===== src/rtl/color_frame_ctrl_pkg.sv =====
// Shared encodings and sizes for the colour-frame classifier.
// Frame class and FSM state types, frame geometry, and the saturating count helper.
package color_frame_ctrl_pkg;

    localparam int COUNT_W = 15;
    localparam int FRAME_W = 176;
    localparam int FRAME_H = 144;

    typedef logic [COUNT_W-1:0] count_t;

    localparam count_t COUNT_MAX = {COUNT_W{1'b1}};

    typedef enum logic [1:0] {
        CLS_NONE = 2'b00,
        CLS_RED  = 2'b01,
        CLS_BLUE = 2'b10
    } frame_class_e;

    typedef enum logic [1:0] {
        ST_WAIT_SYNC = 2'd0,
        ST_ACCUM     = 2'd1,
        ST_DECIDE    = 2'd2,
        ST_FILTER    = 2'd3
    } state_e;

    function automatic count_t sat_inc(input count_t v, input logic inc);
        if (inc && (v != COUNT_MAX)) begin
            return v + count_t'(1);
        end
        return v;
    endfunction

endpackage


===== src/rtl/color_frame_ctrl_pixel_classifier.sv =====
// Combinational RGB332 pixel classifier: flags strongly red or strongly blue pixels.
module pixel_classifier (
    input  logic [7:0] pixel,
    output logic       is_red,
    output logic       is_blue
);

    logic [2:0] r;
    logic [1:0] b;
    logic       unused_green;

    assign r = pixel[7:5];
    assign b = pixel[1:0];
    // Green plays no part in the red/blue decision.
    assign unused_green = ^pixel[4:2];

    assign is_red  = (r >= 3'd5) && (b <= 2'd1);
    assign is_blue = (b >= 2'd2) && (r <= 3'd2);

endmodule


===== src/rtl/color_frame_ctrl.sv =====
// Per-frame red/blue pixel counter with frame classification and a one-deep report register.
// Optional report debouncing is enabled by defining COLOR_FRAME_DEBOUNCE_EN.
module color_frame_ctrl
    import color_frame_ctrl_pkg::*;
#(
    parameter logic [COUNT_W-1:0] RED_THRESH      = 15'd12672,
    parameter logic [COUNT_W-1:0] BLUE_THRESH     = 15'd12672,
    parameter int unsigned        DEBOUNCE_FRAMES = 3
) (
    input  logic               CLK,
    input  logic               RESET,
    input  logic [7:0]         PIXEL_IN,
    input  logic               PIXEL_VALID,
    input  logic               VGA_VSYNC_NEG,
    input  logic               RESULT_ACK,
    output logic [1:0]         RESULT,
    output logic               RESULT_VALID,
    output logic               OVERRUN,
    output logic [COUNT_W-1:0] RED_COUNT,
    output logic [COUNT_W-1:0] BLUE_COUNT
);

    localparam logic [2:0] DEB_N = 3'(DEBOUNCE_FRAMES);

    state_e       state_q, state_d;
    logic         vsync_q, vsync_d;
    count_t       red_acc_q, red_acc_d, blue_acc_q, blue_acc_d;
    count_t       red_cnt_q, red_cnt_d, blue_cnt_q, blue_cnt_d;
    frame_class_e cls_q, cls_d, result_q, result_d, prev_cls_q, prev_cls_d;
    logic         valid_q, valid_d, overrun_q, overrun_d;
    logic [2:0]   deb_cnt_q, deb_cnt_d;
`ifdef COLOR_FRAME_DEBOUNCE_EN
    frame_class_e last_rep_q, last_rep_d;
`endif

    logic   is_red, is_blue, vsync_edge, count_en, report_gen;
    count_t red_inc, blue_inc;

    pixel_classifier u_classifier (
        .pixel   (PIXEL_IN),
        .is_red  (is_red),
        .is_blue (is_blue)
    );

    function automatic frame_class_e classify(input count_t red, input count_t blue);
        if ((red >= RED_THRESH) && (red >= blue)) return CLS_RED;
        if (blue >= BLUE_THRESH) return CLS_BLUE;
        return CLS_NONE;
    endfunction

    assign vsync_edge = VGA_VSYNC_NEG && !vsync_q;
    assign count_en   = PIXEL_VALID && (state_q != ST_WAIT_SYNC);
    assign red_inc    = sat_inc(red_acc_q, count_en && is_red);
    assign blue_inc   = sat_inc(blue_acc_q, count_en && is_blue);

    always_comb begin
        state_d    = state_q;
        vsync_d    = VGA_VSYNC_NEG;
        red_acc_d  = red_inc;
        blue_acc_d = blue_inc;
        red_cnt_d  = red_cnt_q;
        blue_cnt_d = blue_cnt_q;
        cls_d      = cls_q;
        result_d   = result_q;
        valid_d    = valid_q;
        overrun_d  = overrun_q;
        deb_cnt_d  = deb_cnt_q;
        prev_cls_d = prev_cls_q;
        report_gen = 1'b0;
`ifdef COLOR_FRAME_DEBOUNCE_EN
        last_rep_d = last_rep_q;
`endif

        unique case (state_q)
            ST_WAIT_SYNC: begin
                red_acc_d  = '0;
                blue_acc_d = '0;
                if (vsync_edge) state_d = ST_ACCUM;
            end
            ST_ACCUM: begin
                if (vsync_edge) begin
                    red_cnt_d  = red_inc;
                    blue_cnt_d = blue_inc;
                    red_acc_d  = '0;
                    blue_acc_d = '0;
                    state_d    = ST_DECIDE;
                end
            end
            ST_DECIDE: begin
                cls_d   = classify(red_cnt_q, blue_cnt_q);
                state_d = ST_FILTER;
            end
            ST_FILTER: begin
                // The run counter saturates at the target so "count reached" is a simple equality.
                if ((deb_cnt_q != 3'd0) && (cls_q == prev_cls_q)) begin
                    deb_cnt_d = (deb_cnt_q >= DEB_N) ? DEB_N : deb_cnt_q + 3'd1;
                end else begin
                    deb_cnt_d = 3'd1;
                end
                prev_cls_d = cls_q;
`ifdef COLOR_FRAME_DEBOUNCE_EN
                report_gen = (deb_cnt_d == DEB_N) && (cls_q != last_rep_q);
                if (report_gen) last_rep_d = cls_q;
`else
                report_gen = 1'b1;
`endif
                state_d = ST_ACCUM;
            end
            default: state_d = ST_WAIT_SYNC;
        endcase

        // An unacknowledged report is never overwritten; the newer one is dropped.
        if (report_gen) begin
            if (!valid_q || RESULT_ACK) begin
                result_d = cls_q;
                valid_d  = 1'b1;
            end else begin
                overrun_d = 1'b1;
            end
        end else if (RESULT_ACK && valid_q) begin
            valid_d = 1'b0;
        end
    end

    always_ff @(posedge CLK) begin
        if (RESET) begin
            state_q    <= ST_WAIT_SYNC;
            vsync_q    <= 1'b0;
            red_acc_q  <= '0;
            blue_acc_q <= '0;
            red_cnt_q  <= '0;
            blue_cnt_q <= '0;
            cls_q      <= CLS_NONE;
            result_q   <= CLS_NONE;
            valid_q    <= 1'b0;
            overrun_q  <= 1'b0;
            deb_cnt_q  <= 3'd0;
            prev_cls_q <= CLS_NONE;
`ifdef COLOR_FRAME_DEBOUNCE_EN
            last_rep_q <= CLS_NONE;
`endif
        end else begin
            state_q    <= state_d;
            vsync_q    <= vsync_d;
            red_acc_q  <= red_acc_d;
            blue_acc_q <= blue_acc_d;
            red_cnt_q  <= red_cnt_d;
            blue_cnt_q <= blue_cnt_d;
            cls_q      <= cls_d;
            result_q   <= result_d;
            valid_q    <= valid_d;
            overrun_q  <= overrun_d;
            deb_cnt_q  <= deb_cnt_d;
            prev_cls_q <= prev_cls_d;
`ifdef COLOR_FRAME_DEBOUNCE_EN
            last_rep_q <= last_rep_d;
`endif
        end
    end

    assign RESULT       = result_q;
    assign RESULT_VALID = valid_q;
    assign OVERRUN      = overrun_q;
    assign RED_COUNT    = red_cnt_q;
    assign BLUE_COUNT   = blue_cnt_q;

endmodule


===== config.mk =====
export PLATFORM = sky130hd
export DESIGN_NAME = color_frame_ctrl
export DESIGN_NICKNAME = d
export VERILOG_FILES = /design/src/rtl/color_frame_ctrl_pkg.sv /design/src/rtl/color_frame_ctrl_pixel_classifier.sv /design/src/rtl/color_frame_ctrl.sv
export SDC_FILE = /design/constraint.sdc
export NUM_CORES = 1
export LEC_CHECK = 0
export CORE_MARGIN = 2
export CORE_UTILIZATION = 30
export DETAILED_ROUTE_END_ITERATION = 8
export SYNTH_ARGS = -nofsm -noshare
export SYNTH_HDL_FRONTEND = slang
export SYNTH_SLANG_ARGS = --single-unit

===== constraint.sdc =====
create_clock -name CLK -period 2.6 [get_ports CLK]
set_input_delay 0.52 -clock CLK [delete_from_list [all_inputs] [get_ports CLK]]
set_output_delay 0.52 -clock CLK [all_outputs]
set_load 0.005 [all_outputs]

* Yosys cells after proc, flatten, opt, wreduce, memory -nomap -nowiden
Cells that the tools add are included.
Word-level totals: flip-flop bits (word level) 69, latch bits 0, bits in writable memories 0, ROM bits 0, input port bits 13, logic and storage cells 75, memories kept 0
Cells by class: add/subtract/negate cells 2, $mul 0, div/mod/pow operators 0, magnitude comparators 7, equality and inequality tests 8, shifts and indexed selects 0, muxes and demuxes 26, bitwise operators 1, reductions and logical operators 21
Operators by type and width (number):
- 2-to-1 mux 15 bit | 6
- case mux 15 bit (2 select lines) | 2
- adder 15 x 1 -> 15 bit, second input constant | 2
- greater-or-equal comparator 15 x 14 -> 1 bit, second input constant | 2
- != test 15 bit, second input constant | 2
- greater-or-equal comparator 15 bit | 1
- 2-to-1 mux 2 bit | 6
- 2-to-1 mux 1 bit | 11
- logical AND 1 bit | 10
- AND reduction 2 bit | 5
- case mux 2 bit (4 select lines) | 1
- == test 2 bit, second input constant | 2
- != test 2 bit, second input constant | 2
- nonzero test 2 bit | 2
- greater-or-equal comparator 3 bit, second input constant | 1
- less-or-equal comparator 3 x 2 -> 1 bit, second input constant | 1
- == test 2 x 1 -> 1 bit, second input constant | 1
- greater-or-equal comparator 2 bit, second input constant | 1
- less-or-equal comparator 2 x 1 -> 1 bit, second input constant | 1
- logical NOT 1 bit | 2
- logical NOT 2 bit | 1
- != test 2 x 1 -> 1 bit, second input constant | 1
- logical OR 1 bit | 1
- inverter 1 bit | 1

* Logic depth before layout (Yosys ltp)
Gate-level depths: netlist of run 1.
depth in word-level cells 8, depth in mapped cells 7, gate-level depth less buffers 7

* Modules after synthesis
Synthesis of run 1 repeated with hierarchy kept, for this count alone.
Second synthesis, totals: cells, all modules 365, area, all modules 3188.1 um^2
Modules (own cells, without submodules):
- color_frame_ctrl | instances 1, cells each 362, area an instance 3161.8 um^2, sequential area each 1381.3 um^2
- pixel_classifier | instances 1, cells each 3, area an instance 26.3 um^2, sequential area each 0.0 um^2

* Worst setup path before layout of run 1
Ideal clock, no wire load.
path kind flip-flop to flip-flop, start point reg state_q[0], end point reg red_cnt_q[10] (netlist: RED_COUNT[10]), library setup time 0.125 ns, data arrival time 1.716 ns, path slack 0.759 ns, stages on the path, launching flop included 8, period minus slack after synthesis 1.841 ns, cell sequence dfxtp_1 -> inv_1 -> ha_1 -> nand4bb_4 -> or2_4 -> nor4b_4 -> xnor2_1 -> o21ai_2
On the way: cells in the longest elaborated chain, start to end 6
RTL lines:
- start, declared | line color_frame_ctrl.sv:25 | state_e state_q, state_d;
- start signal, assigned | line color_frame_ctrl.sv:143 | state_q <= state_d;
- nonzero test 2 bit | line color_frame_ctrl.sv:52 | assign count_en = PIXEL_VALID && (state_q != ST_WAIT_SYNC);
- logical AND 1 bit | line color_frame_ctrl.sv:52
- logical AND 1 bit | line color_frame_ctrl.sv:53 | assign red_inc = sat_inc(red_acc_q, count_en && is_red);
- logical AND 1 bit | line color_frame_ctrl_pkg.sv:27 | if (inc && (v != COUNT_MAX)) begin
- 2-to-1 mux 1 bit | line color_frame_ctrl_pkg.sv:27
- 2-to-1 mux 15 bit | line color_frame_ctrl_pkg.sv:30 | return v;
- end signal, assigned | line color_frame_ctrl.sv:147 | red_cnt_q <= red_cnt_d;
- end, declared | line color_frame_ctrl.sv:28 | count_t red_cnt_q, red_cnt_d, blue_cnt_q, blue_cnt_d;
Several ways; a longest one is shown, not always the timed one. A chain may end at the register's enable or synchronous reset.

* Worst setup path in the final report of run 1
start point reg state_q[0], end point reg blue_cnt_q[8] (netlist: BLUE_COUNT[8])
On the way: cells in the longest elaborated chain, start to end 6
RTL lines:
- nonzero test 2 bit | line color_frame_ctrl.sv:52
- logical AND 1 bit | line color_frame_ctrl.sv:52
- logical AND 1 bit | line color_frame_ctrl.sv:54 | assign blue_inc = sat_inc(blue_acc_q, count_en && is_blue);
- logical AND 1 bit | line color_frame_ctrl_pkg.sv:27
- 2-to-1 mux 1 bit | line color_frame_ctrl_pkg.sv:27
- 2-to-1 mux 15 bit | line color_frame_ctrl_pkg.sv:30
- end signal, assigned | line color_frame_ctrl.sv:148 | blue_cnt_q <= blue_cnt_d;
- end, declared | line color_frame_ctrl.sv:28
Several ways; a longest one is shown, not always the timed one.

==> results.yml, run 1 <==
status:
  outcome: "complete, no violations"
sta:
  finalWorstPathRequiredPeriod_ns: 2.11
  timing_worst_slew_pin_value_ns: 0.587
  unrepaired_setup_endpoints_after_global_routing: "false"
  worst_clock_skew_ns: 0.0100
  finalMaxSlewViolations: 0
  setup-tns-final_ns: 0
  hold_viol_final: 0
  worst_hold_slack_ns: 0.475
  max-slew-margin-rel_pct: 60.7
  final.setup.worst_slack_ns: 0.486
  setup_viol: 0
  final_clock_period_utilization_by_the_worst_path_pct: 81.3
  clock.fmax_mhz: 473
die:
  core-area_sq_mm: 0.0108
  rows: 38
  io-pin-count: 47
  die_y_um: 109
  start_util_pct: 30.6
  floorplan.die.width_um: 109
  die_area_sq_mm: 0.0119
worst_setup_path:
  timing.critical_path.arrival_ns: 2.33
  setup.worst_path.class: "register to register"
  worst_setup_path_start_kind: "register"
  crit_path_top_delay_cell: "sky130_fd_sc_hd__and4bb_2"
  slowest_delay_ns: 0.42
  ff2ff_path_depth: 7
  crit_path_cell_trace: "inv_1 -> ha_1 -> and4bb_2 -> nand3_2 -> nor3_1 -> xnor2_1 -> o21ai_0"
  cp-end-kind: "register"
  critPathRequiredTime_ns: 2.82
  path_depth: 7
  path_delay_family: "simple AND/OR/NAND/NOR gates"
  worst-path-max-fanout: 6
  path_buf_inv: 1
global_route:
  grt_first_pass_wirelength_um: 12400
  grt_pass1_vias: 2577
  globalRouteOverflowTotal: 0
  largest_net_degree_at_the_start_of_global_routing: 31
  globalRouteTotalUtil_pct: 13.5
  antenna_found_initial: 0
layout:
  mostFrequentLayoutCell: "sky130_fd_sc_hd__dfxtp_1"
  insertedDiodeCount: 0
  most_frequent_cells_in_the_layout: "sky130_fd_sc_hd__dfxtp_1, sky130_fd_sc_hd__nand2_1, sky130_fd_sc_hd__nor2_1"
  area_growth_pct: 23.8
  num-nets-final: 455
  layout.cell_area.non_filler_sq_mm: 0.00409
  fillers: 1075
  final_cell_count_no_fill: 564
  post_route_cells_drive_above_1_share_pct: 8.25
clocking:
  postCtsResizedCells: 0
  clock_tree.htree_level_count: 3
  cts_hold_buffers_added: 0
  post-cts-setup-buffers: 0
  cts_sinks: 69
  cts.clk_slew.worst_paths_ns: 0.07
  worst_skew_late_latency_ns: 0.34
  tritoncts.num_buffers: 9
  clk_root_buffer_cell: "sky130_fd_sc_hd__clkbuf_8"
  clock_path_buffers: 2
  cts_tree: "done"
synth:
  postSynthCellCount: 374
  synth_area_per_cell_sq_um: 8.83
  ys_top_cells_by_area: "sky130_fd_sc_hd__dfxtp_1, sky130_fd_sc_hd__ha_1, sky130_fd_sc_hd__nand2_1"
  yosys_warnings: 0
  synth_top_area_cell: "sky130_fd_sc_hd__dfxtp_1"
  postSynthNetCount: 409
  synth_seq_cells: 69
  synth_seq_area_share_pct: 41.8
  syn_area_sq_mm: 0.00330
  post-synth-top-area-fraction_pct: 41.8
  yosys.cell_types.count: 46
detailed_routing:
  detail-route-antenna-nets: 0
  wirelength_um: 7240
  drtPass1Iterations: 5
  routedWlPerCell_um: 12.8
  remaining_drc_errors: 0
  post_drt_via_cell_ratio: 4.75
  dr_total_vias: 2677
  detail_route.iter0.violations: 104
run:
  drv.max_cap_violation_count: 0
power_and_ir_drop:
  power_leakage_nw: 1.44
  ratio_of_total_power_to_cell_area_mw_per_mm2: 525
  max-vdd-ir-drop_mv: 0.214
hold_path:
  class_of_the_tightest_hold_or_removal_check: "register to register"
  min_delay_path_depth: 2
placement:
  globalplace.congestion: 0.834
  preCtsSetupSlack_ns: 0.288
  cell_count_after_placement: 549
  dpl_cell_area_sq_mm: 0.00390
  port_buffers: 42
  dpl.hpwl_um: 5510
==> worst paths after layout <==
check / startpoint / end / slack [ns]
max: state_q[0] / BLUE_COUNT[8] / 0.49
min reg2reg: BLUE_COUNT[1] / BLUE_COUNT[1] / 0.47
max reg2reg: state_q[0] / BLUE_COUNT[8] / 0.49
min: BLUE_COUNT[1] / BLUE_COUNT[1] / 0.47
==> Yosys cell counts (all sizes together) <==
| cell type | instances |
|---|---|
| dfxtp | 69 |
| nand2 | 50 |
| nor2 | 44 |
| o21ai | 36 |
| ha | 22 |
| inv | 20 |
| xnor2 | 18 |
| a21oi | 13 |
| clkbuf | 10 |
| nand3 | 9 |
| xor2 | 8 |
| and3 | 7 |
| nand4 | 7 |
| nor3 | 6 |
| nor3b | 6 |
| nor2b | 5 |
| nor4 | 5 |
| mux2i | 4 |
| o211ai | 4 |
| a2111oi | 3 |
| a31oi | 3 |
| and4 | 3 |
| o21bai | 3 |
| a211oi | 2 |
| and4bb | 2 |
| buf | 2 |
| nand2b | 2 |
| o2111ai | 2 |
| a21o | 1 |
| a41o | 1 |
| a41oi | 1 |
| and2 | 1 |
| nand4bb | 1 |
| nor4b | 1 |
| o31ai | 1 |
| o41ai | 1 |
| or2 | 1 |
==> routing by layer <==
layer	up-vias	track usage (%)	share of wire, %
met4	0	5.31	1.6
li1	1384	-	-
met3	9	2.69	3.1
met5	-	0	0
met2	35	22.3	48
met1	1249	17.1	47
==> cells by family (layout without fill, tap and decap cells) <==
group           after synthesis  count (layout)  synth area share, %
simple gates                150             150                 24.8
compound gates               71              71                 13.2
flops                        69              69                 41.8
buf+inv                      32              82                 3.71
xor+xnor                     26              26                 6.89
fa+ha+maj                    22              22                 8.33
mux                           4               4                 1.21
==> registers in the layout (all words and copies together) (netlist names) <==
signal / flops
BLUE_COUNT: 15
RED_COUNT: 15
blue_acc_q: 15
red_acc_q: 15
RESULT: 2
cls_q: 2
state_q: 2
OVERRUN: 1
RESULT_VALID: 1
vsync_q: 1
==> tightest hold or removal path, delay by kind of cell (launching register included) <==
kind             cells  cell delay [ns]
flip-flops           1             0.33
AND/OR/NAND/NOR      1             0.06
AO/OA/AOI/OAI        1             0.05
==> cell type report <==
| class | instances | area (sq um) | share of cell area (%) |
|---|---|---|---|
| Multi-Input combinational cell | 273 | 1810 | 44.2 |
| Sequential cell | 69 | 1380 | 33.8 |
| Timing Repair Buffer | 47 | 458 | 11.2 |
| Tap cell | 140 | 175 | 4.28 |
| Inverter | 20 | 75.1 | 1.84 |
| Clock buffer | 14 | 163 | 3.98 |
| Clock inverter | 1 | 30.0 | 0.734 |
==> through the flow <==
step	util, %	power (W)
2_1_floorplan	-	0.00123
3_3_place_gp	36.1	0.00130
3_5_place_dp	36.1	0.00130
4_1_cts	37.9	0.00217
5_1_grt	37.9	0.00224
6_report	37.9	0.00215
==> report_power, final <==
part           internal [W]  leakage [nW]  total (W)  switching, W
Sequential          0.00107         0.556    0.00108     0.0000102
Combinational     0.0000677         0.792   0.000195      0.000127
Clock              0.000492        0.0968   0.000873      0.000381
Total               0.00163          1.44    0.00215      0.000518
No activity file was read; power rests on OpenSTA's default activity.
==> run 2: changes to the inputs <==
clock period = 1.95 ns   (was 2.6 ns; I/O delays follow)
==> run 2 against run 1 <==
Net effect:
- critical path type unchanged
- design area up 5.4%
- non-clock buffer count up 13
- setup slack worse by 0.38 ns
- combinational power up 76%
- clock power up 33%
- largest power group unchanged
- via count up 1.6%
- wire length up 5.2%
- clock skew down 0.0017 ns
- core utilization up 2.1 points
- global-route usage up 0.25 points
- count of clock-buffer cells in the layout down 3
==> results.yml, run 2 (synthesized netlist as in run 1, its figures left out) <==
status:
  outcome: "complete, no violations"
global_route:
  grt_first_pass_wirelength_um: 12500
  grt_pass1_vias: 2539
  globalRouteOverflowTotal: 0
  antenna_found_initial: 0
  globalRouteTotalUtil_pct: 13.7
  largest_net_degree_at_the_start_of_global_routing: 31
layout:
  fillers: 1081
  multi_input_comb_area_sq_mm: 0.00191
  finalCoreUtilization_pct: 39.9
  insertedDiodeCount: 0
  most_frequent_cells_in_the_layout: "sky130_fd_sc_hd__dfxtp_1, sky130_fd_sc_hd__nand2_1, sky130_fd_sc_hd__nor2_1, sky130_fd_sc_hd__clkdlybuf4s50_1, sky130_fd_sc_hd__o21ai_0"
  area_growth_pct: 30.5
  area.sequential_sq_mm: 0.00138
  final_cell_count_no_fill: 578
  post_route_cells_drive_above_1_share_pct: 14.4
  mostFrequentLayoutCell: "sky130_fd_sc_hd__dfxtp_1"
  num-nets-final: 468
power_and_ir_drop:
  swShare_pct: 25.3
  ratio_of_total_power_to_cell_area_mw_per_mm2: 680
  p_clk_share_pct: 39.5
  sequentialPowerShare_pct: 48.8
  cell_internal_pwr_w: 0.00219
  share_comb_of_total_power_pct: 11.7
  switching_power_w: 0.000740
  max-vdd-ir-drop_mv: 0.319
  power_leakage_nw: 1.53
sta:
  setup-tns-final_ns: 0
  setup_viol: 0
  finalMaxSlewViolations: 0
  unrepaired_setup_endpoints_after_global_routing: "true"
  hold_viol_final: 0
  finalWorstPathRequiredPeriod_ns: 1.84
  final_clock_period_utilization_by_the_worst_path_pct: 94.6
  max-slew-margin-rel_pct: 62.1
  worst_clock_skew_ns: 0.00825
  timing_worst_slew_pin_value_ns: 0.567
  clock.fmax_mhz: 542
clocking:
  cts_sinks: 69
  clock_tree.htree_level_count: 3
  worst_skew_late_latency_ns: 0.35
  cts_tree: "done"
  clock_path_buffers: 2
  cts.clk_slew.worst_paths_ns: 0.07
  tritoncts.num_buffers: 9
  clk_root_buffer_cell: "sky130_fd_sc_hd__clkbuf_8"
die:
  rows: 38
  start_util_pct: 30.6
  core-area_sq_mm: 0.0108
  die_area_sq_mm: 0.0119
  die_y_um: 109
  io-pin-count: 47
  floorplan.die.width_um: 109
worst_setup_path:
  setup.worst_path.class: "register to register"
  terminus_of_the_critical_flop_to_flop_path: "RED_COUNT[12]"
  critPathRequiredTime_ns: 2.19
  worst_setup_path_start_kind: "register"
  cp-end-kind: "register"
  ff2ff_path_depth: 7
  timing.rr.start: "state_q[0]"
  timing.critical_path.arrival_ns: 2.08
  r2r_slack_ns: 0.11
  worst-path-max-fanout: 5
detailed_routing:
  detail_route.iter0.violations: 71
  routedWlPerCell_um: 13.2
  wirelength_um: 7620
  drtPass1Iterations: 4
  detail-route-antenna-nets: 0
  dr_total_vias: 2721
  remaining_drc_errors: 0
  post_drt_via_cell_ratio: 4.71
placement:
  globalplace.congestion: 0.835
  cell_count_after_placement: 560
  dpl.hpwl_um: 5700
  port_buffers: 42
hold_path:
  min_delay_path_depth: 2
  class_of_the_tightest_hold_or_removal_check: "register to register"
  hold_path.startpoint: "OVERRUN"
  hold_end: "OVERRUN"
run:
  drv.max_cap_violation_count: 0
## run 2: changes by cell type in the layout (fill, tap and decap cells not counted), moves of 2 or more
cell	previous run	this run
sky130_fd_sc_hd__nor4_4	2	4
sky130_fd_sc_hd__clkinv_2	0	4
sky130_fd_sc_hd__nor3b_2	1	3
sky130_fd_sc_hd__nor3_2	0	2
sky130_fd_sc_hd__nor2_1	44	42
sky130_fd_sc_hd__nor4_1	2	0
sky130_fd_sc_hd__buf_12	0	2
sky130_fd_sc_hd__nor3_1	6	3
sky130_fd_sc_hd__nor3b_1	5	3
sky130_fd_sc_hd__buf_4	5	16
sky130_fd_sc_hd__clkbuf_1	3	1
## run 2: stage by stage
stage / hold WS [ns] / instance area (sq um) / worst slack (ns) / power [W]
6_report: 0.476 / 4310 / 0.105 / 0.00293
5_1_grt: 0.506 / 4310 / -0.0115 / 0.00307
4_1_cts: 0.482 / 4230 / 0.00143 / 0.00297
3_5_place_dp: 0.464 / 4000 / -0.229 / 0.00180
3_3_place_gp: 0.454 / 4000 / -0.192 / 0.00179
2_1_floorplan: 0.438 / 3300 / 0.109 / 0.00164
## run 2: layout make-up
cell class                      instances  area share [%]
Clock buffer                           11            3.28
Clock inverter                          5            1.16
Inverter                               20            1.74
Multi-Input combinational cell        273            44.2
Sequential cell                        69            32.0
Tap cell                              140            4.06
Timing Repair Buffer                   60            13.5
## run 2: worst max path at each step
stage	cells after the start	endpoint	slack, ns	start
floorplan	7	RED_COUNT[10]	0.11	state_q[0]
global placement	6	BLUE_COUNT[12]	-0.19	PIXEL_IN[7]
detailed placement	6	BLUE_COUNT[14]	-0.23	PIXEL_IN[7]
CTS	7	RED_COUNT[12]	0.001	state_q[0]
global route	7	BLUE_COUNT[11]	-0.01	state_q[0]
finish	7	RED_COUNT[12]	0.11	state_q[0]
## run 2: what timing repair did
item                       in CTS  in global routing
pin swaps                       1                  5
hold buffers                    0                  0
setup endpoints to repair       8                 41
gates cloned                    0                  0
setup buffers                   0                  2
gates resized for setup         5                 14
## run 2: power by group through the flow
stage,registers [W],logic [W],clock network (W)
final,0.00143,0.000343,0.00116
after global routing,0.00143,0.000379,0.00126
after CTS,0.00143,0.000341,0.00120
after detailed placement,0.00146,0.000339,0
after global placement,0.00146,0.000333,0
after floorplan,0.00147,0.000170,0
## run 2: layer usage
layer / global-route usage, % / up-vias / share of wire, %
li1: - / 1414 / -
met4: 6.14 / 0 / 1.6
met2: 21.8 / 30 / 49
met3: 3.59 / 8 / 2.8
met5: 0 / - / 0
met1: 17.4 / 1269 / 47
## run 2: worst max-delay path, cell delays in order (launching register included)
cell and delay [ns]:
sky130_fd_sc_hd__dfxtp_1 0.33, sky130_fd_sc_hd__inv_1 0.06, sky130_fd_sc_hd__ha_2 0.21, sky130_fd_sc_hd__nand4bb_4 0.26
sky130_fd_sc_hd__or2_4 0.33, sky130_fd_sc_hd__nor4_4 0.29, sky130_fd_sc_hd__xnor2_1 0.20, sky130_fd_sc_hd__o21ai_2 0.07
==> run 3: changes to the inputs <==
PLACE_DENSITY = 0.57   (was default)
==> run 3 against run 2 <==
Net effect:
- flip-flop and latch count did not move
- via count fell by 2.0%
- non-clock buffer count fell by 3
- cell count fell by 0.87%
- critical path type unchanged
==> results.yml, run 3 (synthesized netlist as in run 1, its figures left out) <==
sta:
  finalWorstPathRequiredPeriod_ns: 1.83
  unrepaired_setup_endpoints_after_global_routing: "true"
  timing_worst_slew_pin_value_ns: 0.439
  setup_viol: 0
  final_clock_period_utilization_by_the_worst_path_pct: 94.1
  max-slew-margin-rel_pct: 70.0
  hold_viol_final: 0
  final.setup.worst_slack_ns: 0.115
  clock.fmax_mhz: 545
  worst_clock_skew_ns: 0.00937
  finalMaxSlewViolations: 0
detailed_routing:
  remaining_drc_errors: 0
  routedWlPerCell_um: 13.1
  detail-route-antenna-nets: 0
  post_drt_via_cell_ratio: 4.65
  drtPass1Iterations: 4
  detail_route.iter0.violations: 104
  wirelength_um: 7530
  dr_total_vias: 2667
die:
  start_util_pct: 30.6
  io-pin-count: 47
  rows: 38
  die_y_um: 109
  floorplan.die.width_um: 109
  core-area_sq_mm: 0.0108
  die_area_sq_mm: 0.0119
worst_setup_path:
  critPathRequiredTime_ns: 2.19
  path_buf_inv: 1
  cp-end-kind: "register"
  r2r_slack_ns: 0.12
  slowest_delay_ns: 0.39
  setup.worst_path.class: "register to register"
  timing.rr.start: "state_q[1]"
  crit_path_top_delay_cell: "sky130_fd_sc_hd__and4bb_2"
  worst_setup_path_start_kind: "register"
  crit_path_cell_trace: "inv_1 -> ha_2 -> and4bb_2 -> nand4_4 -> nor3_1 -> xnor2_1 -> o21ai_0"
  terminus_of_the_critical_flop_to_flop_path: "BLUE_COUNT[9]"
  worst-path-max-fanout: 5
  ff2ff_path_depth: 7
  path_delay_family: "simple AND/OR/NAND/NOR gates"
  timing.critical_path.arrival_ns: 2.07
run:
  drv.max_cap_violation_count: 0
hold_path:
  hold_path.startpoint: "OVERRUN"
  hold_end: "OVERRUN"
  class_of_the_tightest_hold_or_removal_check: "register to register"
  min_delay_path_depth: 2
clocking:
  worst_skew_late_latency_ns: 0.35
  cts_sinks: 69
  clock_path_buffers: 2
  clock_tree.htree_level_count: 3
  clk_root_buffer_cell: "sky130_fd_sc_hd__clkbuf_8"
  cts_hold_buffers_added: 0
  cts_tree: "done"
  cts.clk_slew.worst_paths_ns: 0.07
  tritoncts.num_buffers: 9
  post-cts-setup-buffers: 0
placement:
  dpl.hpwl_um: 5730
  globalplace.congestion: 0.790
  preCtsSetupSlack_ns: -0.274
  cell_count_after_placement: 559
  port_buffers: 42
global_route:
  antenna_found_initial: 0
  grt_first_pass_wirelength_um: 12400
  largest_net_degree_at_the_start_of_global_routing: 31
  grt_pass1_vias: 2523
  globalRouteOverflowTotal: 0
  globalRouteTotalUtil_pct: 13.6
power_and_ir_drop:
  ratio_of_total_power_to_cell_area_mw_per_mm2: 690
  power_leakage_nw: 1.51
  total_power_w: 0.00294
  max-vdd-ir-drop_mv: 0.308
layout:
  multi_input_comb_area_sq_mm: 0.00188
  final_cell_count_no_fill: 573
  finalCoreUtilization_pct: 39.5
  fillers: 1081
  area_growth_pct: 29.1
  area.sequential_sq_mm: 0.00138
  insertedDiodeCount: 0
  most_frequent_cells_in_the_layout: "sky130_fd_sc_hd__dfxtp_1, sky130_fd_sc_hd__nand2_1, sky130_fd_sc_hd__nor2_1"
  mostFrequentLayoutCell: "sky130_fd_sc_hd__dfxtp_1"
  post_route_cells_drive_above_1_share_pct: 12.9
  num-nets-final: 465
status:
  outcome: "complete, no violations"
run 3: changes by cell type in the layout (fill, tap and decap cells not counted), moves of 2 or more:
cell,previous run,this run
sky130_fd_sc_hd__nor3b_1,3,5
sky130_fd_sc_hd__nor3_1,3,5
sky130_fd_sc_hd__buf_4,16,13
sky130_fd_sc_hd__clkinv_2,4,0
sky130_fd_sc_hd__nor3_2,2,0
sky130_fd_sc_hd__clkbuf_8,10,12
sky130_fd_sc_hd__nor3b_2,3,1
run 3: per-stage QoR:
step	hold slack (ns)	TNS (ns)	area [sq um]
final	0.474	0	4270
after global routing	0.506	-0.0144	4270
after CTS	0.479	0	4200
after detailed placement	0.464	-6.10	4000
after global placement	0.452	-6.35	4000
after floorplan	0.438	0	3300
run 3: worst register-to-register path, cell delays in order, from the launching register on:
cell and delay (ns):
sky130_fd_sc_hd__dfxtp_1 0.34, sky130_fd_sc_hd__inv_1 0.07, sky130_fd_sc_hd__ha_2 0.20, sky130_fd_sc_hd__and4bb_2 0.39, sky130_fd_sc_hd__nand4_4 0.15, sky130_fd_sc_hd__nor3_1 0.29
sky130_fd_sc_hd__xnor2_1 0.17, sky130_fd_sc_hd__o21ai_0 0.10
run 3: area by class of cell:
| type | count | share of cell area [%] |
|---|---|---|
| Multi-Input combinational cell | 273 | 44.0 |
| Sequential cell | 69 | 32.4 |
| Timing Repair Buffer | 57 | 13.1 |
| Tap cell | 140 | 4.11 |
| Clock buffer | 13 | 3.96 |
| Inverter | 20 | 1.76 |
| Clock inverter | 1 | 0.704 |
run 3: power breakdown:
| group | internal, W | switching, W | leakage, nW | total (W) |
|---|---|---|---|---|
| Clock | 0.000682 | 0.000509 | 0.102 | 0.00119 |
| Sequential | 0.00142 | 0.00000751 | 0.556 | 0.00143 |
| Combinational | 0.000133 | 0.000187 | 0.855 | 0.000320 |
run 3: timing repair:
action                                  in CTS  in global routing
pin swaps                                    0                  2
endpoints found under the setup margin       1                 37
gates resized for setup                      1                 13
run 3: metal layers:
layer  track usage, %  vias up  wire (um)
met5                0        -          0
met2             22.5       25       3640
li1                 -     1404          -
met3             2.09       12        173
met1             17.0     1226       3530
met4             7.42        0        180
run 3: worst max-delay path by stage:
| stage | start | endpoint | slack, ns | cells after the start |
|---|---|---|---|---|
| floorplan | state_q[0] | RED_COUNT[10] | 0.11 | 7 |
| global placement | PIXEL_IN[7] | BLUE_COUNT[14] | -0.21 | 6 |
| detailed placement | PIXEL_VALID | BLUE_COUNT[14] | -0.27 | 6 |
| CTS | state_q[0] | RED_COUNT[13] | 0.02 | 7 |
| global route | state_q[1] | BLUE_COUNT[13] | -0.009 | 7 |
| finish | state_q[1] | BLUE_COUNT[9] | 0.12 | 7 |
